## src/rtl/vrased_log_reader.sv

```systemverilog
// Drains the violation-log RAM as a header word plus 16-bit entry words on a valid/ready stream.
// One RAM read per entry; out_valid/out_data are registered and hold while out_ready is low.
module vrased_log_reader #(
  parameter int ADDR_WIDTH    = 8,
  parameter int DATA_WIDTH    = 38,
  parameter bit CLEAR_ON_DONE = 1'b1
) (
  input  logic                  clk,
  input  logic                  reset_n,
  input  logic                  drain_req,
  input  logic [ADDR_WIDTH:0]   log_count,
  output logic                  re,
  output logic [15:0]           rd_addr,
  input  logic [DATA_WIDTH-1:0] rd_data,
  output logic                  clr_ram,
  output logic [15:0]           out_data,
  output logic                  out_valid,
  input  logic                  out_ready,
  output logic                  busy,
  output logic                  done
);

  localparam int WORDS = (DATA_WIDTH + 15) / 16;
  localparam int EW    = WORDS * 16;
  localparam int WIW   = (WORDS > 1) ? $clog2(WORDS) : 1;
  localparam logic [ADDR_WIDTH:0] DEPTH  = {1'b1, {ADDR_WIDTH{1'b0}}};
  localparam logic [ADDR_WIDTH:0] ONE    = (ADDR_WIDTH+1)'(1);
  localparam logic [WIW-1:0]      LAST_W = WIW'(WORDS - 1);

  typedef enum logic [2:0] {IDLE, HDR, RD, CAP, WRD, CLR, FIN} state_t;

  state_t                state;
  logic [ADDR_WIDTH:0]   cnt, ptr, cnt_sat, ptr_nxt, cnt_m1;
  logic [WIW-1:0]        widx;
  logic [EW-1:0]         entry, rd_pad, entry_sh;

  assign cnt_sat  = (log_count > DEPTH) ? DEPTH : log_count;
  assign ptr_nxt  = ptr + ONE;
  assign cnt_m1   = cnt - ONE;
  assign rd_pad   = EW'(rd_data);
  // The entry register shifts down one word per handshake, so word 0 is always at the bottom.
  assign entry_sh = entry >> 16;

  always_ff @(posedge clk or negedge reset_n) begin
    if (!reset_n) begin
      state     <= IDLE;
      cnt       <= '0;
      ptr       <= '0;
      widx      <= '0;
      entry     <= '0;
      re        <= 1'b0;
      rd_addr   <= '0;
      clr_ram   <= 1'b0;
      out_data  <= '0;
      out_valid <= 1'b0;
      busy      <= 1'b0;
      done      <= 1'b0;
    end else begin
      re      <= 1'b0;
      clr_ram <= 1'b0;
      done    <= 1'b0;
      case (state)
        IDLE: begin
          if (drain_req) begin
            cnt       <= cnt_sat;
            ptr       <= '0;
            out_data  <= {1'b1, 15'(cnt_sat)};
            out_valid <= 1'b1;
            busy      <= 1'b1;
            state     <= HDR;
          end
        end
        HDR: begin
          if (out_ready) begin
            out_valid <= 1'b0;
            if (cnt != '0) begin
              re      <= 1'b1;
              rd_addr <= 16'(ptr);
              state   <= RD;
            end else if (CLEAR_ON_DONE) begin
              clr_ram <= 1'b1;
              state   <= CLR;
            end else begin
              done  <= 1'b1;
              state <= FIN;
            end
          end
        end
        RD: state <= CAP;
        CAP: begin
          entry     <= rd_pad;
          widx      <= '0;
          out_data  <= rd_pad[15:0];
          out_valid <= 1'b1;
          state     <= WRD;
        end
        WRD: begin
          if (out_ready) begin
            if (widx != LAST_W) begin
              widx     <= widx + WIW'(1);
              entry    <= entry_sh;
              out_data <= entry_sh[15:0];
            end else begin
              out_valid <= 1'b0;
              if (ptr == cnt_m1) begin
                if (CLEAR_ON_DONE) begin
                  clr_ram <= 1'b1;
                  state   <= CLR;
                end else begin
                  done  <= 1'b1;
                  state <= FIN;
                end
              end else begin
                ptr     <= ptr_nxt;
                re      <= 1'b1;
                rd_addr <= 16'(ptr_nxt);
                state   <= RD;
              end
            end
          end
        end
        CLR: begin
          done  <= 1'b1;
          state <= FIN;
        end
        FIN: begin
          busy  <= 1'b0;
          state <= IDLE;
        end
        default: state <= IDLE;
      endcase
    end
  end

endmodule
```

## config.mk

```make
export PLATFORM = sky130hd
export DESIGN_NAME = vrased_log_reader
export DESIGN_NICKNAME = d
export VERILOG_FILES = /design/src/rtl/vrased_log_reader.sv
export SDC_FILE = /design/constraint.sdc
export NUM_CORES = 1
export LEC_CHECK = 0
export ABC_AREA = 1
export CORE_ASPECT_RATIO = 1.25
export CORE_UTILIZATION = 45
export CTS_CLUSTER_SIZE = 12
export DETAILED_ROUTE_END_ITERATION = 10
export PLACE_DENSITY = 0.72
export RECOVER_POWER = 100
export SLEW_MARGIN = 20
export SYNTH_ARGS = -nofsm -noshare
export SYNTH_HDL_FRONTEND = slang
export SYNTH_SLANG_ARGS = --single-unit
```

## constraint.sdc

```tcl
create_clock -name clk -period 1.94 [get_ports clk]
set_input_delay 0.291 -clock clk [delete_from_list [all_inputs] [get_ports clk]]
set_output_delay 0.291 -clock clk [all_outputs]
set_load 0.01 [all_outputs]
```

-- After elaboration in Yosys (flattened, before gate mapping)
Index checks and enable logic that the tools add are counted.
- output and inout port bits: 37
- input bits: 51
- register bits: 108
- word-level logic and storage cells: 95
- magnitude comparators: 1
- reduce and logical (&&, ||, !) cells: 16
- $add $sub $neg: 3
- multiplexer cells: 48
- eq/ne operators: 15
- operator list (cell ; number):
    $mux W16 ; 8
    $mux W48 ; 2
    $pmux W48 S2 ; 1
    $pmux W16 S3 ; 1
    $mux W9 ; 5
    $pmux W16 S2 ; 1
    $mux W3 ; 6
    $pmux W3 S6 ; 1
    $pmux W9 S2 ; 1
    $ne A2 B2 Y1 const B ; 8
    $mux W1 ; 15
    $reduce_and A5 Y1 ; 2
    $add A9 B1 Y9 const B ; 1
    $eq A3 B3 Y1 const B ; 3
    $eq A9 B9 Y1 ; 1
    $gt A9 B9 Y1 const B ; 1
    $reduce_bool A9 Y1 ; 1
    $sub A9 B1 Y9 const B ; 1
    $reduce_and A4 Y1 ; 2
    $reduce_bool A2 Y1 ; 4
    $eq A3 B2 Y1 const B ; 2
    $pmux W1 S2 ; 3
    $reduce_and A6 Y1 ; 1
    $mux W2 ; 2
    other kinds (9) ; 10

-- Logic depth before layout (Yosys ltp)
Gate-level depths: netlist (run 1).
- word-level depth: 6
- depth in mapped cells: 15
- depth with buffers taken out: 14

-- Least setup slack after synthesis (run 1)
Ideal clock, no wire load.
- path kind: flip-flop to flip-flop
- start: reg cnt[0]
- end: reg ptr[2]
- clock period less this slack: 1780 ps
- path slack: 160 ps
- path buffers: 1
- cell stages (with the launch flop): 14
- required time: 1810 ps
- arrival time: 1651 ps
- library setup time: 130 ps
- path through: dfrtp_1 inv_2 ha_1 inv_1 nand2_1 nand2_1 nand2_1 nor2_1 nand3_1 nor2_2 nand4_4 nand2_4 buf_6 o21ai_0
- word-level cells in the longest chain between the ends: 4
- RTL lines (element ; RTL line ; source):
    start: declaration ; 33 ; logic [ADDR_WIDTH:0] cnt, ptr, cnt_sat, ptr_nxt, cnt_m1;
    start signal: assignment ; 65 ; cnt <= cnt_sat;
    $sub A9 B1 Y9 ; 39 ; assign cnt_m1 = cnt - ONE;
    $eq A9 B9 Y1 ; 105 ; if (ptr == cnt_m1) begin
    $ne A2 B2 Y1 (no source line) ; -- ;
    $reduce_and A5 Y1 (no source line) ; -- ;
    end signal: assignment ; 114 ; ptr <= ptr_nxt;
    end: declaration ; 33 ;
Every way passes these cells.
A chain may end at the register's enable or synchronous reset.

-- Worst setup path after layout (run 1)
- start: reg cnt[0]
- end: reg ptr[0]
The elaborated chain is that of the path after synthesis.

==> results of run 1 <==
==> cell usage in the layout, fill, tap and decap left out, drive strengths merged, types with 7 or more instances in the layout <==
cell type | Yosys | routed
a22o | 9 | 9
a31oi | 10 | 10
a41oi | 9 | 9
buf | 21 | 23
clkbuf | 7 | 16
clkdlybuf4s50 | 0 | 49
conb | 1 | 7
dfrtp | 75 | 75
dlygate4sd3 | 0 | 31
inv | 43 | 43
nand2 | 154 | 156
nand3 | 34 | 35
nand4 | 13 | 13
nor2 | 56 | 56
o21ai | 45 | 45
==> stage by stage <==
step | util | worst slack [ns] | hold WS (ns)
4_1_cts | 0.6177 | 0.002057 | 0.4691
3_5_place_dp | 0.5828 | -0.01152 | 0.3023
2_1_floorplan | - | 0.1597 | -0.004591
6_report | 0.6386 | -0.001259 | 0.4654
5_1_grt | 0.6386 | -0.1361 | 0.4844
3_3_place_gp | 0.5828 | 0.07139 | 0.2991
==> worst min-delay path, delay by kind of cell (launching register included) <==
family / cells / cell delay, ns
DFF: 1 / 0.34
and+or+nand+nor: 2 / 0.09
==> cell type report <==
type,instances,area (um2)
multi-input cells,361,1852
inverters,43,166.4
repair buffers,107,1035
fillers,718,3028
flip-flops and latches,75,1877
clock buffers,12,155.1
clock inverters,4,120.1
well taps,117,146.4
==> worst paths after layout <==
| kind | end | cells after the start | start |
|---|---|---|---|
| min | rd_addr[6] | 2 | rd_addr[6] |
| max | ptr[0] | 14 | cnt[0] |
| min reg2reg | rd_addr[6] | 2 | rd_addr[6] |
| max reg2reg | ptr[0] | 14 | cnt[0] |
| max in group asynchronous | entry[24] | 3 | reset_n |
| min in group asynchronous | ptr[1] | 2 | reset_n |
==> synth_stat cells, types with 2 or more instances <==
library cell,number,area (um2)
dfrtp_1,75,1877
o21ai_1,6,30.03
nor2_1,51,191.4
nor2_4,2,22.52
nor2_2,3,18.77
buf_2,9,45.04
inv_1,37,138.9
xor2_1,2,17.52
a31oi_1,10,62.56
nand3_1,32,160.2
clkbuf_1,7,26.28
a41oi_1,9,78.83
a22o_1,9,78.83
nand2_1,152,570.6
nand4_1,12,75.07
buf_6,2,22.52
ha_1,4,50.05
o21ai_2,2,17.52
buf_4,10,75.07
inv_2,5,18.77
o21ai_0,37,185.2
a21oi_1,4,20.02
nand3_2,2,20.02
==> sequential cells by signal (all words and copies together) (netlist names) <==
name,count
entry,22
state,3
out_data,16
widx,2
rd_addr,9
cnt,9
clr_ram,1
ptr,9
busy,1
out_valid,1
done,1
re,1
==> routing by layer <==
| layer | GRT usage | share of wire | vias up |
|---|---|---|---|
| met4 | 0.1083 | 0.035 | 0 |
| met2 | 0.3743 | 0.50 | 120 |
| li1 | - | - | 1834 |
| met1 | 0.2654 | 0.41 | 1747 |
| met5 | 0 | 0 | - |
| met3 | 0.03695 | 0.047 | 29 |
==> repair_timing <==
action / 4_1_cts / 5_1_grt
resized for setup: 0 / 28
setup buffers: 1 / 10
endpoints found under the setup margin: 9 / 24
cloned: 0 / 4
pin swaps: 0 / 13
endpoints found under the hold margin: 38 / 0
hold buffers: 1 / 0
==> cells by family (layout without fill, tap and decap cells) <==
logic type               after synthesis  in the layout  share of synthesized area
other                                  1              7                  0.0009500
flip-flops                            75             75                     0.4754
AND/OR/NAND/NOR                      261            264                     0.2875
AO/OA/AOI/OAI                         83             83                     0.1325
buffers and inverters                 71            166                    0.08431
adder cells (fa/ha/maj)                4              4                    0.01268
XOR/XNOR                               3              3                   0.006657
==> power by group through the flow <==
stage               clock network [mW]  logic (mW)  registers, mW
detailed placement                   0        3.38           2.51
finish                            1.62        3.60           2.49
CTS                               1.64        3.42           2.49
global route                      1.70        4.02           2.56
floorplan                            0        2.19           2.53
global placement                     0        3.29           2.50
==> results.md, run 1 <==
* Status: finished, violations left
* Failing checks: negative setup slack
* Fin crit period at 1.941 ns
* Seq/Total Area, Yosys at 0.4754
* Critical Path End Type: flip-flop
* Row count at 37
* DR vias/cell at 5.188
* Hold Fails Final Rpt at 0
* Yosys reg bits at 75
* Fin crit share at 1.001
* CP Data Arrival Time at 2.23 ns
* Yosys Warn Count at 0
* Max Slew Vio Count at 0
* Pre-Repair DR Iteration Count at 4
* Ant diodes at 0
* Placer Congestion at 0.8611
* Total power at 7.703 mW
* Crit Path Category: reg2reg
* Synthesized netlist cell count at 498
* 1st-iter DRT viols at 144
* Area Growth Syn to Fin at 35.56%
* Die H at 106.7 um
* IO Port Bufs at 80
* Comb pwr share at 0.467
* CP max stage cell: dfrtp_1
* Nets@finish at 652
* Clock Power Share at 0.210
* Clk buf depth at 2
* Unrepaired setup endpoints after global routing: yes
* Inserted Clock Buffers at 9
* Routed length per placed instance at 13.91 um
* Syn_area_per_cell at 7.927 um2
* Worst-path fanout max at 8
* Initial antenna violation count at 0
* Io pins at 88
* F_max at 0.5151 GHz
* Total wire length at 10.00 mm
* Layout Skew at 0.009230 ns
* Synth cell types at 39
* Pleak at 2.494 nW
* Delay of the slowest cell on the worst path at 0.40 ns
* Die X-Extent at 85.77 um
* Seq pwr share at 0.323
* Placement Cell Area at 4883 um2
* Max cap viols at 0
* CP cell instances: inv_2, ha_4, inv_2, nand2_1, nand2_1, nand2_1, nor2_1, nand3_1, nor2_2, nand4_4, buf_4, nand2_4, nand2_1, nand2_1
* Cell mode on critical path: nand2_1
* Clk_lat worst skew at 0.35 ns
* Core Area at 8379 um2
* Relative slew slack at 0.3610
* Prevailing post-synth register cell: dfrtp_1
* Vias in the first global route at 3433
* PD cells at 1439 nW/um2
* Root buffer cell: clkbuf_8
* Total Routing Usage GR at 0.2188
* Vias at 3730
* Crit path max-delay family: simple AND/OR/NAND/NOR gates
* NetSw at 3.006 mW
* Final instance count without filler cells at 719
* Peak supply drop at 0.7111 mV
* Layout cells sized above 1 at 0.1279
* Final ANT Viol Nets at 0
* First-pass GRT wire length at 15.71 mm
* DR DRC count at 0
* Internal power at 4.697 mW
* Worst R2R Setup Slack at -0.001 ns
* CTS tree: built
* Initial Util at 0.4711
* Setup ws final at -0.001259 ns
* Post-Layout Inst Area at 5351 um2
* Largest net degree at the start of global routing at 40
* Setup TNS at -0.001259 ns
* Total grt overflow at 0
* Nature of the critical path startpoint: flip-flop
* Clock transition at the registers of the reported paths at 0.08 ns
* Required @ worst endpoint at 2.23 ns
* Fraction of registers with async set/reset at 1.000
* Clock sink count at 75
* CTS H-tree lvls at 3
* Die area at 9153 um2
* Switch share at 0.3902
* Worst hold path type: reg2reg
* Worst-margin pin slew at 0.9585 ns
* Setup violators final at 1
* Post-synth EDFFs at 0
* Syn Std Cell Area at 3948 um2
* Dpl cells at 688
* Detailed placement HPWL at 6.927 mm
* CP Buf/Inv Count at 3
Note: power is estimated with default switching activity, not from simulation.
==> run 2, diff against run 1 <==
Settings changed: CELL_PAD_IN_SITES_DETAIL_PLACEMENT from default to 0, CELL_PAD_IN_SITES_GLOBAL_PLACEMENT from default to 1, CORE_ASPECT_RATIO 1.25 to 0.8, CORE_UTILIZATION 45 to 37, PLACE_DENSITY 0.72 to 0.79.
Clock period 1.94 ns to 1.9 ns, I/O delays scaled along.
==> run 2 against run 1 <==
The run still ends with negative setup slack left. Global-route usage decreased by 2.4 points. Via count fell by 0.80%. Die area is 21% higher. Clock skew fell by 0.0035 ns. Largest cell class is now multi-input combinational cells.
==> results.md, run 2 (same netlist as run 1, synthesis figures left out) <==
* Status: finished, violations left
* Failing checks: negative setup slack
* Row count at 33
* FF/Latch Area at 1879 um2
* Relative slew slack at 0.3054
* Switch share at 0.4055
* CTS H-tree lvls at 3
* Multi-input gate area at 1967 um2
* Total Routing Usage GR at 0.1947
* Crit Path Category: reg2reg
* Clock sink count at 75
* Largest register FFs at 22
* Total wire length at 10.85 mm
* Final core occ at 0.5379
* Required @ worst endpoint at 2.12 ns
* Top reg by flops: entry
* Area Growth Syn to Fin at 40.67%
* IO Port Bufs at 80
* Fin crit period at 1.941 ns
* Initial Util at 0.3824
* Vias at 3700
* Internal power at 4.981 mW
* Die H at 94.39 um
* R2R cell count at 14
* Top flop regs: entry (22), out_data (16)
* Unrepaired setup endpoints after global routing: yes
* Routed length per placed instance at 14.60 um
* Fin crit share at 1.022
* Peak supply drop at 0.6901 mV
* Critical Path End Type: flip-flop
* Crit path capture: rd_addr[3]
* Placer Congestion at 0.8509
* Vias in the first global route at 3427
* Worst-path fanout max at 9
* Layout Skew at 0.005695 ns
* Root buffer cell: clkbuf_16
* Initial antenna violation count at 0
* Most common cell after layout, fill and taps aside: nand2_1
* Clk buf depth at 2
* Worst R2R Setup Slack at -0.04 ns
* Ant diodes at 0
* Die area at 11090 um2
* Io pins at 88
* CTS tree: built
* Layout cells sized above 1 at 0.1542
* PD cells at 1509 nW/um2
* Fillcell total at 1016
* RR Endpoint: rd_addr[3]
* Die X-Extent at 117.5 um
* First-pass GRT wire length at 16.73 mm
* Core Area at 10320 um2
* NetSw at 3.398 mW
* F_max at 0.5152 GHz
* Nets@finish at 653
* CP Data Arrival Time at 2.16 ns
* Clock transition at the registers of the reported paths at 0.06 ns
* DR DRC count at 0
* Inserted Clock Buffers at 9
* Detailed placement HPWL at 7.552 mm
* Comb pwr share at 0.497
* Pre-Repair DR Iteration Count at 4
* Max cap viols at 0
* Worst-margin pin slew at 1.042 ns
* Clk_lat worst skew at 0.33 ns
* Largest net degree at the start of global routing at 76
* Pleak at 2.526 nW
* Setup violators final at 10
* Nature of the critical path startpoint: flip-flop
* Worst hold path type: reg2reg
* Most frequent cells in the layout: nand2_1 (139), dfrtp_1 (73), nor2_1 (50)
* Crit path launch: cnt[0]
* 1st-iter DRT viols at 161
* Final instance count without filler cells at 743
* Setup ws final at -0.04096 ns
* Clock Power Share at 0.201
* Final ANT Viol Nets at 0
* DR vias/cell at 4.980
* Crit Reg-Reg Startpoint: cnt[0]
* Total grt overflow at 0
* Hold Fails Final Rpt at 0
* Seq pwr share at 0.303
* Dpl cells at 714
* Max Slew Vio Count at 0
-- run 2: worst min-delay path by stage --
stage / from / endpoint / depth (start not counted)
after detailed placement: reset_n / rd_addr[1] / 2
after floorplan: reset_n / busy / 0
after CTS: rd_addr[7] / rd_addr[7] / 2
after global routing: rd_data[33] / entry[33] / 3
after global placement: reset_n / rd_addr[3] / 2
final: rd_addr[2] / rd_addr[2] / 2
-- run 2: what timing repair did --
action                                  CTS  global route
gates resized for setup                  11            44
pin swaps                                 8            11
hold buffers                              1             0
hold endpoints to repair                 67             0
setup buffers                             2             6
cloned                                    0             4
endpoints found under the setup margin   24            49
-- run 2: cell type report --
| type | instances | area share |
|---|---|---|
| inverters | 43 | 0.02997 |
| well taps | 140 | 0.03155 |
| flip-flops and latches | 75 | 0.3384 |
| repair buffers | 107 | 0.1927 |
| clock inverters | 6 | 0.01194 |
| clock buffers | 10 | 0.04123 |
| multi-input cells | 362 | 0.3542 |
-- run 2: per-stage QoR --
step	setup WS, ns	hold slack (ns)	cell area [um2]	TNS, ns	power [mW]
detailed placement	-0.09450	0.3395	4935	-1.167	6.040
CTS	-0.03626	0.4749	5304	-0.2829	7.901
finish	-0.04096	0.4695	5553	-0.3359	8.379
floorplan	0.1197	-0.01059	3970	0	4.819
global placement	-0.03643	0.3417	4935	-0.4085	5.967
global route	-0.1616	0.4828	5553	-3.901	9.045
-- run 2: metal layers --
metal  track usage  up-vias  part of all wire
met5             0        -                 0
met3       0.05918       15             0.070
met4       0.06090        0             0.014
li1              -     1836                 -
met1        0.2631     1749              0.46
met2        0.3003      100              0.46
-- run 2: power by group through the flow --
stage	Combinational (mW)	Clock [mW]	Sequential [mW]
after detailed placement	3.48	0	2.56
after CTS	3.63	1.73	2.54
after floorplan	2.23	0	2.58
after global routing	4.63	1.80	2.62
after global placement	3.41	0	2.55
final	4.16	1.68	2.53
-- run 2: critical path: stages (launching register included) --
cell and delay, ns:
dfrtp_1 0.38, inv_2 0.09, ha_4 0.21, inv_2 0.04
nand2_1 0.04, nand2_1 0.06, nand2_1 0.06, nor2_1 0.09
nand3_1 0.12, nor2_2 0.18, nand4_4 0.13, buf_12 0.18
buf_8 0.13, nand4_1 0.06, nand2_1 0.06
==> run 3, diff against run 2 <==
Settings changed: CTS_CLUSTER_DIAMETER from default to 60.
==> results of run 3 <==
Final layout, timing and power as in run 2 (identical DEF).
